[src/rtl/pwm_output_stage_if.sv]
// pwm_output_stage_if: groups the register-file enables/duty with the pad-side PWM outputs.
// Latency: none, wires only.
// No backpressure: the enables and duty are level signals and the outputs are free-running.
interface pwm_output_stage_if;
  logic [7:0]  en_reg_out_7_0;
  logic [7:0]  en_reg_out_15_8;
  logic [7:0]  en_reg_pwm_7_0;
  logic [7:0]  en_reg_pwm_15_8;
  logic [7:0]  pwm_duty_cycle;
  logic [15:0] out;
  logic        period_start;

  // Register-file side: drives the enables and duty, observes the pins.
  modport master (
    output en_reg_out_7_0, en_reg_out_15_8, en_reg_pwm_7_0, en_reg_pwm_15_8, pwm_duty_cycle,
    input  out, period_start
  );

  // PWM stage side.
  modport slave (
    input  en_reg_out_7_0, en_reg_out_15_8, en_reg_pwm_7_0, en_reg_pwm_15_8, pwm_duty_cycle,
    output out, period_start
  );
endinterface

[src/rtl/pwm_output_stage.sv]
// pwm_output_stage: one shared 8-bit PWM waveform muxed onto 16 registered pins (low / static high / PWM).
// Latency: enable and counter/duty-state changes reach out 1 clk later; PWM high-time starts 1 clk after period_start.
// No backpressure: free-running. Macro PWM_DUTY_SHADOW_EN latches the duty at each period wrap; otherwise the live duty is used.
module pwm_output_stage #(
  parameter int PRESCALE = 13
) (
  input logic               clk,
  input logic               rst,
  pwm_output_stage_if.slave bus
);

  // Prescaler width: clog2(PRESCALE), at least one bit so PRESCALE=1 still elaborates.
  localparam int            PW         = (PRESCALE > 1) ? $clog2(PRESCALE) : 1;
  localparam logic [PW-1:0] PRESC_LAST = PW'(PRESCALE - 1);

  logic [PW-1:0] r_presc_cnt;
  logic [7:0]    r_pwm_cnt;
  logic [15:0]   r_out;
  logic          r_period_start;

  logic          w_tick;
  logic          w_wrap;
  logic          w_pwm_level;
  logic [7:0]    w_duty;
  logic [15:0]   w_en_out;
  logic [15:0]   w_en_pwm;
  logic [15:0]   w_out_nxt;

  assign w_tick   = (r_presc_cnt == PRESC_LAST);
  assign w_wrap   = w_tick && (r_pwm_cnt == 8'hFF);
  assign w_en_out = {bus.en_reg_out_15_8, bus.en_reg_out_7_0};
  assign w_en_pwm = {bus.en_reg_pwm_15_8, bus.en_reg_pwm_7_0};

  // Prescaler: counts 0..PRESCALE-1, tick on the last count.
  always_ff @(posedge clk or posedge rst) begin
    if (rst) begin
      r_presc_cnt <= '0;
    end else if (w_tick) begin
      r_presc_cnt <= '0;
    end else begin
      r_presc_cnt <= r_presc_cnt + PW'(1);
    end
  end

  // PWM step counter: advances on each tick and wraps naturally from 0xFF to 0x00.
  always_ff @(posedge clk or posedge rst) begin
    if (rst) begin
      r_pwm_cnt <= 8'h00;
    end else if (w_tick) begin
      r_pwm_cnt <= r_pwm_cnt + 8'h01;
    end
  end

  // Period marker: a single-cycle pulse on the edge where the counter wraps to 0.
  always_ff @(posedge clk or posedge rst) begin
    if (rst) begin
      r_period_start <= 1'b0;
    end else begin
      r_period_start <= w_wrap;
    end
  end

`ifdef PWM_DUTY_SHADOW_EN
  logic [7:0] r_duty_sh;

  // Duty shadow: capture the requested duty only at the wrap so a period is never cut short or stretched.
  always_ff @(posedge clk or posedge rst) begin
    if (rst) begin
      r_duty_sh <= 8'h00;
    end else if (w_wrap) begin
      r_duty_sh <= bus.pwm_duty_cycle;
    end
  end

  assign w_duty = r_duty_sh;
`else
  assign w_duty = bus.pwm_duty_cycle;
`endif

  // 0xFF is full-on; every other duty is high for exactly duty steps of the 256-step period.
  assign w_pwm_level = (w_duty == 8'hFF) || (r_pwm_cnt < w_duty);

  // Disabled pins are low regardless of PWM mode; enabled non-PWM pins are static high.
  assign w_out_nxt = w_en_out & (~w_en_pwm | {16{w_pwm_level}});

  // Pin register: the pads see a glitch-free, registered drive.
  always_ff @(posedge clk or posedge rst) begin
    if (rst) begin
      r_out <= 16'h0000;
    end else begin
      r_out <= w_out_nxt;
    end
  end

  assign bus.out          = r_out;
  assign bus.period_start = r_period_start;

endmodule

[src/flat_wrapper.sv]
// flat-port wrapper written by rule: the top's interface ports become plain ports
module pwm_output_stage_flat 
#(
  parameter int PRESCALE = 13
)
  (clk, rst, bus_en_reg_out_7_0, bus_en_reg_out_15_8, bus_en_reg_pwm_7_0, bus_en_reg_pwm_15_8, bus_pwm_duty_cycle, bus_out, bus_period_start);
  pwm_output_stage_if bus_i ();
  input logic clk;
  input logic rst;
  input wire logic [$bits(bus_i.en_reg_out_7_0)-1:0] bus_en_reg_out_7_0;
  input wire logic [$bits(bus_i.en_reg_out_15_8)-1:0] bus_en_reg_out_15_8;
  input wire logic [$bits(bus_i.en_reg_pwm_7_0)-1:0] bus_en_reg_pwm_7_0;
  input wire logic [$bits(bus_i.en_reg_pwm_15_8)-1:0] bus_en_reg_pwm_15_8;
  input wire logic [$bits(bus_i.pwm_duty_cycle)-1:0] bus_pwm_duty_cycle;
  output wire logic [$bits(bus_i.out)-1:0] bus_out;
  output wire logic [$bits(bus_i.period_start)-1:0] bus_period_start;
  assign bus_i.en_reg_out_7_0 = bus_en_reg_out_7_0;
  assign bus_i.en_reg_out_15_8 = bus_en_reg_out_15_8;
  assign bus_i.en_reg_pwm_7_0 = bus_en_reg_pwm_7_0;
  assign bus_i.en_reg_pwm_15_8 = bus_en_reg_pwm_15_8;
  assign bus_i.pwm_duty_cycle = bus_pwm_duty_cycle;
  assign bus_out = bus_i.out;
  assign bus_period_start = bus_i.period_start;
  pwm_output_stage #(.PRESCALE(PRESCALE)) u_core (.clk(clk), .rst(rst), .bus(bus_i));
endmodule
[config.mk]
export PLATFORM = sky130hd
export DESIGN_NAME = pwm_output_stage_flat
export DESIGN_NICKNAME = d
export VERILOG_FILES = /design/src/rtl/pwm_output_stage_if.sv /design/src/rtl/pwm_output_stage.sv /design/src/flat_wrapper.sv
export SDC_FILE = /design/constraint.sdc
export NUM_CORES = 1
export LEC_CHECK = 0
export CORE_MARGIN = 3
export CORE_UTILIZATION = 44
export DETAILED_ROUTE_END_ITERATION = 16
export HOLD_SLACK_MARGIN = 0.03
export PLACE_DENSITY = 0.88
export REMOVE_ABC_BUFFERS = 1
export SKIP_CTS_REPAIR_TIMING = 1
export SLEW_MARGIN = 20
export SYNTH_ARGS = -nofsm -noshare
export SYNTH_HDL_FRONTEND = slang
export SYNTH_SLANG_ARGS = --single-unit
[constraint.sdc]
create_clock -name clk -period 3.4 [get_ports clk]
set_clock_uncertainty 0.15 [all_clocks]
set_input_delay 0.68 -clock clk [delete_from_list [all_inputs] [get_ports clk]]
set_output_delay 0.68 -clock clk [all_outputs]
set_load 0.05 [all_outputs]
### Word level (Yosys, flattened, before mapping)

Index checks and enable logic that the tools add are counted.

| word-level totals | value |
|---|---|
| register bits after elaboration | 29 |
| bits in latches | 0 |
| bits in writable memories | 0 |
| memory bits (read-only) | 0 |
| input bits | 42 |
| output and inout bits | 17 |
| memories | 0 |

| operators by class | value |
|---|---|
| $add $sub $neg | 2 |
| multipliers | 0 |
| div/mod/pow operators | 0 |
| magnitude comparators | 1 |
| equality and inequality tests | 3 |
| shift operators | 0 |
| mux-type cells | 1 |
| bitwise gates (word level) | 3 |
| reduce and logical (&&, ||, !) cells | 2 |

Operator list:

| kind | count |
|---|---|
| $and A16 B16 Y16 | 1 |
| $eq A8 B8 Y1 const B | 2 |
| $not A16 Y16 | 1 |
| $or A16 B16 Y16 | 1 |
| $add A8 B1 Y8 const B | 1 |
| $lt A8 B8 Y1 | 1 |
| $add A4 B1 Y4 const B | 1 |
| $eq A4 B4 Y1 const B | 1 |
| $mux W4 | 1 |
| $logic_and A1 B1 Y1 | 1 |
| $logic_or A1 B1 Y1 | 1 |

### Logic depth before layout (Yosys ltp)

| logic depth | value |
|---|---|
| depth after elaboration | 4 |
| depth in mapped cells | 7 |
| mapped depth without buffers | 6 |

### Least setup slack after synthesis

No wires, ideal clock.

| path | value |
|---|---|
| path kind | input to register |
| start point | in bus_pwm_duty_cycle[6] |
| end point | reg u_core.r_out[10], in the netlist u_core.bus.out[10] |
| arrival time | 1863 ps |
| data required time | 3128 ps |
| slack | 1265 ps |
| cell stages on the path | 7 |
| buffers on the path | 1 |
| path through | inv_1 > ha_1 > and4_1 > o21ai_1 > o32ai_4 > buf_6 > a21boi_2 |

| on the way | value |
|---|---|
| longest elaborated chain between the ends | 4 |
| elaborated cells between the ends (all ways) | 5 |
| classes of those cells | 1 x order compare; 1 x eq/ne; 2 x bitwise; 1 x reduce/logical |

Ends and longest elaborated chain:

| what | line | source |
|---|---|---|
| from (decl) | flat_wrapper.sv:14 | `input wire logic [$bits(bus_i.pwm_duty_cycle)-1:0] bus_pwm_duty_cycle;` |
| $lt A8 B8 Y1 / $eq A8 B8 Y1 (equally long branches) | pwm_output_stage.sv:81 | `assign w_pwm_level = (w_duty == 8'hFF) \|\| (r_pwm_cnt < w_duty);` |
| $logic_or A1 B1 Y1 * | pwm_output_stage.sv:81 |  |
| $or A16 B16 Y16 * | pwm_output_stage.sv:84 | `assign w_out_nxt = w_en_out & (~w_en_pwm \| {16{w_pwm_level}});` |
| $and A16 B16 Y16 * | pwm_output_stage.sv:84 |  |
| net u_core.w_out_nxt[10] | pwm_output_stage.sv:27 | `logic [15:0] w_out_nxt;` |
| to (signal assigned) | pwm_output_stage.sv:91 | `r_out <= w_out_nxt;` |
| to (decl) | pwm_output_stage.sv:18 | `logic [15:0] r_out;` |

Mark *: on every way through the listed nets, which the timed path passes. The rest lies on a longest branch.
A chain may end at the register's enable or synchronous reset.

### Worst setup path after layout

| path | value |
|---|---|
| start point | in bus_pwm_duty_cycle[7] |
| end point | reg u_core.r_out[4], in the netlist u_core.bus.out[4] |

The elaborated chain is that of the path after synthesis.

==> impl_summary.log <==
INFO  metric ctsRootBufferMaster = sky130_fd_sc_hd__clkbuf_4
INFO  metric finalHoldViolCount = 0
INFO  metric ys_seq_area_share = 53.3%
INFO  metric complex_gate_fraction_of_the_synthesized_area = 19.6%
INFO  metric numClockSinks = 29
INFO  metric grt_overflow = 0
INFO  metric fp.dieH = 61.7 um
INFO  metric drive_gt1_share = 13.6%
INFO  metric die_w = 61.7 um
INFO  metric floorplan.initialDensity = 47.8%
INFO  metric n_antenna_cell = 0
INFO  metric grt_util_met1 = 20.6%
INFO  metric final_max_slew_viol_count = 0
INFO  metric initial_antenna_violation_count = 0
INFO  metric synthAdderAreaFrac = 9.18%
INFO  metric globalRoute.busiestLayer = met2
INFO  metric maxClockFrequency = 405 MHz
INFO  metric end_kind = flip-flop
INFO  metric coreArea = 2850 um2
INFO  metric cp.required = 3.43 ns
INFO  metric routed_wl = 3060 um
INFO  metric reg2reg_depth = 6
INFO  metric rrSetupSlack = 1.39 ns
INFO  metric gr-usage-met3 = 10.3%
INFO  metric hold_path_end = u_core.r_presc_cnt[3]
INFO  metric io_buffers = 58
INFO  metric fin_nets = 221
INFO  metric hold_ws = 0.340 ns
INFO  metric cts-buffers-inserted = 5
INFO  metric grt_first_pass_wirelength = 5290 um
INFO  metric cts_tree = done
INFO  metric pre_cts_slack = 0.561 ns
INFO  metric r2r_end = u_core.bus.out[4]
INFO  metric clock_transition_at_the_registers_of_the_reported_paths = 0.08 ns
INFO  metric timing.max_slew.rel_slack = 64.7%
INFO  metric setup-tns-final = 0 ns
INFO  metric global_route_total_usage_across_every_layer = 19.8%
INFO  metric power_per_cell_area = 342 nW/um2
INFO  metric grt_setup_unrepaired = false
INFO  metric row_count = 19
INFO  metric outcome = completed
INFO  metric grtUsageMet2 = 33.5%
INFO  metric route.antenna.remaining_nets = 0
INFO  metric vias_per_cell = 5.17
INFO  metric fin_ws = 0.930 ns
INFO  metric place_congestion = 0.689
INFO  metric timing.final.crit_share = 72.6%
INFO  metric startpoint_type = primary input
INFO  metric irDropWorstVdd = 0.234 mV
INFO  metric area_growth = 49.4%
INFO  metric drt_iter0_markers = 25
INFO  metric ctsHtreeMaxLevel = 2
INFO  metric dr_total_vias = 1034
INFO  metric post_synth_xor_area_fraction = 5.14%
INFO  metric first_pass_iters = 4
INFO  metric timing.max_cap.violations = 0
INFO  metric die-area = 3800 um2
INFO  metric synthesis.area_per_instance = 13.1 um2
INFO  metric post_drt_wl_per_cell = 15.3 um
INFO  metric worst-slew-pin-transition = 0.529 ns
INFO  metric grt_pass1_vias = 1189
INFO  metric pin_count_of_the_biggest_net_entering_global_routing = 30
INFO  metric synth.yosys.warnings = 0
INFO  metric postSynthCellCount = 104
INFO  metric clock_path_buffers = 2
INFO  metric dpl_cell_area = 1980 um2
INFO  metric yosys_register_bits = 29
INFO  metric netlist_area = 1360 um2
INFO  metric place.detailed.hpwl = 2540 um
INFO  metric synth-simple-area-share = 7.81%
INFO  metric crit_type = primary input to flip-flop
INFO  metric hold_path.class = flip-flop to flip-flop
INFO  metric clock_insertion_delay_worst_skew = 0.32 ns
INFO  metric final_design_area_no_fill = 2040 um2
INFO  metric critical_path.reg2reg.startpoint = u_core.r_pwm_cnt[7]
INFO  metric yosys-mux-area-fraction = 0.826%
INFO  metric drc = 0
INFO  metric i_o_pins = 59
INFO  metric critical_path.max_fanout = 16
INFO  metric timing.final.crit_period = 2.47 ns
INFO  metric power_leakage = 0.918 nW
INFO  metric worst_hold_stages = 1
INFO  metric synth_top_family_by_area = compound AO/OA/AOI/OAI gates
INFO  metric ys_types = 27
INFO  metric finalSetupViolCount = 0
INFO  metric cp_data_arrival_time = 2.50 ns
INFO  metric min-delay-start = u_core.r_presc_cnt[3]
-- routing by layer --
metal  routed length, um  up-vias  share of wire [%]
met5                   0        -                  0
met2                1510       58                 50
met4                  56        0                1.8
li1                    -      494                  -
met3                 390        8                 13
met1                1100      474                 36
-- cell type report --
| cell class | count | area (um2) |
|---|---|---|
| clock buffers | 7 | 55.1 |
| fillers | 214 | 817 |
| inverters | 11 | 41.3 |
| multi-input cells | 62 | 579 |
| flip-flops and latches | 29 | 726 |
| well taps | 31 | 38.8 |
| repair buffers | 60 | 596 |
-- cells by family after synthesis --
family | count (synthesis)
buffers and inverters | 13
multiplexers | 1
XOR/XNOR | 8
adder cells (fa/ha/maj) | 10
flip-flops | 29
AND/OR/NAND/NOR | 17
AO/OA/AOI/OAI | 26
-- report_power, final --
group          switching, mW  leakage, nW  internal, mW  total, mW
logic                 0.0665        0.538        0.0702      0.137
clock network          0.106       0.0314        0.0974      0.203
registers            0.00272        0.348         0.354      0.357
-- worst max-delay path: stages --
cell and delay [ns]:
sky130_fd_sc_hd__clkdlybuf4s50_1 0.49, sky130_fd_sc_hd__inv_1 0.05, sky130_fd_sc_hd__ha_1 0.31, sky130_fd_sc_hd__and4_1 0.18
sky130_fd_sc_hd__o21ai_1 0.10, sky130_fd_sc_hd__o32ai_4 0.27, sky130_fd_sc_hd__buf_4 0.28, sky130_fd_sc_hd__a21boi_0 0.14
-- placed cells by master (no fill, tap or decap), drive strengths merged, types with 2 or more instances in the layout --
cell | synthesis | final
and4 | 3 | 3
xor2 | 3 | 3
clkdlybuf4s50 | 0 | 58
a21boi | 16 | 16
and3 | 3 | 3
nand3 | 3 | 3
ha | 10 | 10
o21ai | 2 | 2
inv | 11 | 11
nor2 | 4 | 4
a21oi | 2 | 2
dfrtp | 29 | 29
xnor2 | 5 | 5
buf | 1 | 2
nand4 | 2 | 2
clkbuf | 1 | 7
-- sequential cells by signal, summed over array words and instances (netlist names) --
name and flops:
u_core.bus.out 16, u_core.r_pwm_cnt 8, u_core.bus.period_start 1, u_core.r_presc_cnt 4
-- metrics by stage --
stage | power [mW] | utilization (%) | instances
after floorplan | 0.424 | - | 102
after global routing | 0.732 | 71.4 | 200
after detailed placement | 0.502 | 69.4 | 193
after CTS | 0.706 | 71.4 | 200
final | 0.697 | 71.4 | 200
after global placement | 0.498 | 69.4 | 193
-- how the worst max path moves through the flow --
stage                           from                 end  slack [ns]
3_5_place_dp   bus_pwm_duty_cycle[7]   u_core.bus.out[4]        0.56
2_1_floorplan  bus_pwm_duty_cycle[6]   u_core.bus.out[0]        1.03
4_1_cts        bus_pwm_duty_cycle[7]   u_core.bus.out[4]        0.92
6_report       bus_pwm_duty_cycle[7]   u_core.bus.out[4]        0.93
5_1_grt        bus_pwm_duty_cycle[6]   u_core.bus.out[4]        0.82
3_3_place_gp   bus_pwm_duty_cycle[6]  u_core.bus.out[15]        0.70
-- cell usage after synthesis, drive strengths merged --
master	count	area (um2)
nor2	4	15.0
nand4	2	12.5
o21a	1	7.51
dfrtp	29	726
o32ai	1	27.5
a21oi	2	10.0
a21o	1	7.51
and4	3	27.5
o21ai	2	10.0
and3	3	18.8
buf	1	11.3
nand2b	1	13.8
xor2	3	26.3
a2111oi	1	27.5
a21boi	16	158
o41ai	1	8.76
mux2	1	11.3
xnor2	5	43.8
inv	11	41.3
clkbuf	1	5.00
nand3	3	15.0
ha	10	125
a41o	1	10.0
nand2	1	3.75
No activity file was read; power rests on OpenSTA's default activity.
==> variant: new RTL, same flow settings <==
Build with the macro `PWM_DUTY_SHADOW_EN` defined.
--- a/src/rtl/pwm_output_stage.sv
+++ b/src/rtl/pwm_output_stage.sv
@@ -1,6 +1,8 @@
 // pwm_output_stage: one shared 8-bit PWM waveform muxed onto 16 registered pins (low / static high / PWM).
 // Latency: enable and counter/duty-state changes reach out 1 clk later; PWM high-time starts 1 clk after period_start.
 // No backpressure: free-running. Macro PWM_DUTY_SHADOW_EN latches the duty at each period wrap; otherwise the live duty is used.
+`define PWM_DUTY_SHADOW_EN
+
 module pwm_output_stage #(
   parameter int PRESCALE = 13
 ) (
Formal check against the unedited RTL: not equivalent (Yosys sat finds a counterexample within 4 cycles, from zero or initial values and one cycle with rst high).
==> variant against the unedited design <==
- setup slack improved by 0.18 ns
- largest cell class unchanged
- combinational power decreased by 10%
- power is 24% higher
- cell area increased by 18%
- synthesized area is 24% higher
- clock power up 41%
- non-clock buffer count unchanged
- sequential cell count rose by 8
- critical path type is now register to primary output
- fmax grew 8.0%
- sequential share of layout area rose by 3.0 points
- routed wire length increased by 17%
- critical endpoint is now bus_out[15]
==> variant: results (changes against the unedited design) <==
| Metric | Value |
|---|---|
| Run status | `complete, no violations` |
| Clock Latency Late Sink | `0.29 ns (-0.03 ns)` |
| Largest cells by area after synthesis | `dfrtp_1 (55%), ha_1 (7.4%), a21boi_2 (6.7%)` |
| Iteration-0 DRC Markers | `43 (+72%)` |
| Per-cell routed wire length | `14.88 um (-2.6%)` |
| NumNets Final | `246 (+11%)` |
| Post-synthesis xor/xnor area fraction | `4.151% (-0.99 points)` |
| Leakage Power | `1.040 nW (+13%)` |
| CP max stage delay | `0.83 ns (+0.34 ns)` |
| Worst-Margin Slew | `0.5392 ns (+0.01064 ns)` |
| Commonest cells post-synth | `dfrtp_1 (37), inv_1 (11), a21boi_2 (10), ha_1 (10), mux2_2 (8)` |
| Post-synthesis compound-gate area fraction | `15.12% (-4.4 points)` |
| DRT Pass-1 Iters | `5 (+1)` |
| Post-detail-place hpwl | `2.738 mm (+7.9%)` |
| Global placement routability congestion | `0.8048 (+17%)` |
| CTS root buf | `clkbuf_8` |
| Max Fanout on Critical Path | `1 (-15)` |
| Worst vdd ir | `243.3 uV (+4.1%)` |
| Share of layout cells above drive strength 1 | `17.44% (+3.8 points)` |
| Share of the yosys chip area belonging to registers | `54.86% (+1.6 points)` |
| CTS Buffer Depth | `2 (unchanged)` |
| Largest net degree at the start of global routing | `38 (+27%)` |
| Mux share of post-synthesis cell area | `5.337% (+4.5 points)` |
| Vias in the first global route | `1375 (+16%)` |
| Global-route wire length before repair | `6.092 mm (+15%)` |
| GRT Total Usage | `18.17% (-1.6 points)` |
| Post-Synth Adder-Cell Area | `7.413% (-1.8 points)` |
| Fillers | `262 (+22%)` |
| Distinct cells, synth | `29 (+7.4%)` |
| CP Data Arrival Time | `1.46 ns (-1.04 ns)` |
| Switching power | `0.0002070 W (+18%)` |
-- variant: logic make-up after synthesis --
family	count (synthesis)
compound gates	26
xor+xnor	8
fa+ha+maj	10
buf+inv	14
flops	37
mux	8
simple gates	27
-- variant: power groups by stage --
stage / combinational (W) / clock [W] / sequential, W
after floorplan: 0.0000153 / 0 / 0.000496
after CTS: 0.000125 / 0.000293 / 0.000453
after global routing: 0.000130 / 0.000312 / 0.000453
after detailed placement: 0.000124 / 0 / 0.000461
final: 0.000123 / 0.000287 / 0.000453
after global placement: 0.000121 / 0 / 0.000460
-- variant: path summary, 6_finish.rpt --
| path | depth (start not counted) | slack, ns | endpoint | start |
|---|---|---|---|---|
| setup / recovery | 1 | 1.11 | bus_out[15] | u_core.bus.out[15] |
| hold / removal | 1 | 0.34 | u_core.r_presc_cnt[0] | u_core.r_presc_cnt[0] |
| hold reg to reg | 1 | 0.34 | u_core.r_presc_cnt[0] | u_core.r_presc_cnt[0] |
| max in group asynchronous | 3 | 2.12 | u_core.bus.out[14] | rst |
| min in group asynchronous | 3 | 0.66 | u_core.r_presc_cnt[3] | rst |
| setup reg to reg | 6 | 1.34 | u_core.r_duty_sh[7] | u_core.r_presc_cnt[0] |
-- variant: cell type report --
type / count / area (um2) / area share (%)
flip-flops and latches: 37 / 925.9 / 38.62
well taps: 46 / 57.56 / 2.401
clock inverters: 2 / 10.01 / 0.4175
repair buffers: 60 / 595.6 / 24.84
multi-input cells: 79 / 694.4 / 28.97
clock buffers: 6 / 72.57 / 3.027
inverters: 11 / 41.29 / 1.722
-- variant: per-layer routing --
metal,vias up,global-route usage (%),share of wire [%]
met5,-,0,0
met4,0,7.692,2.1
met3,11,10.84,13
met2,67,30.08,47
met1,576,18.43,38
li1,579,-,-
-- variant: stage by stage --
step	setup WS (ns)	cell area (um2)	std cells	utilization, %
2_1_floorplan	1.040	1662	127	-
3_3_place_gp	1.421	2315	233	65.74
3_5_place_dp	1.358	2315	233	65.74
4_1_cts	1.092	2397	241	68.09
5_1_grt	1.066	2397	241	68.09
6_report	1.114	2397	241	68.09
-- variant: worst reg2reg max path, cell delays in order, from the launching register on --
cell and delay [ns]:
dfrtp_1 0.41, inv_1 0.09, ha_1 0.20, nand3_2 0.15
nor3_2 0.25, and3_2 0.33, mux2_2 0.36
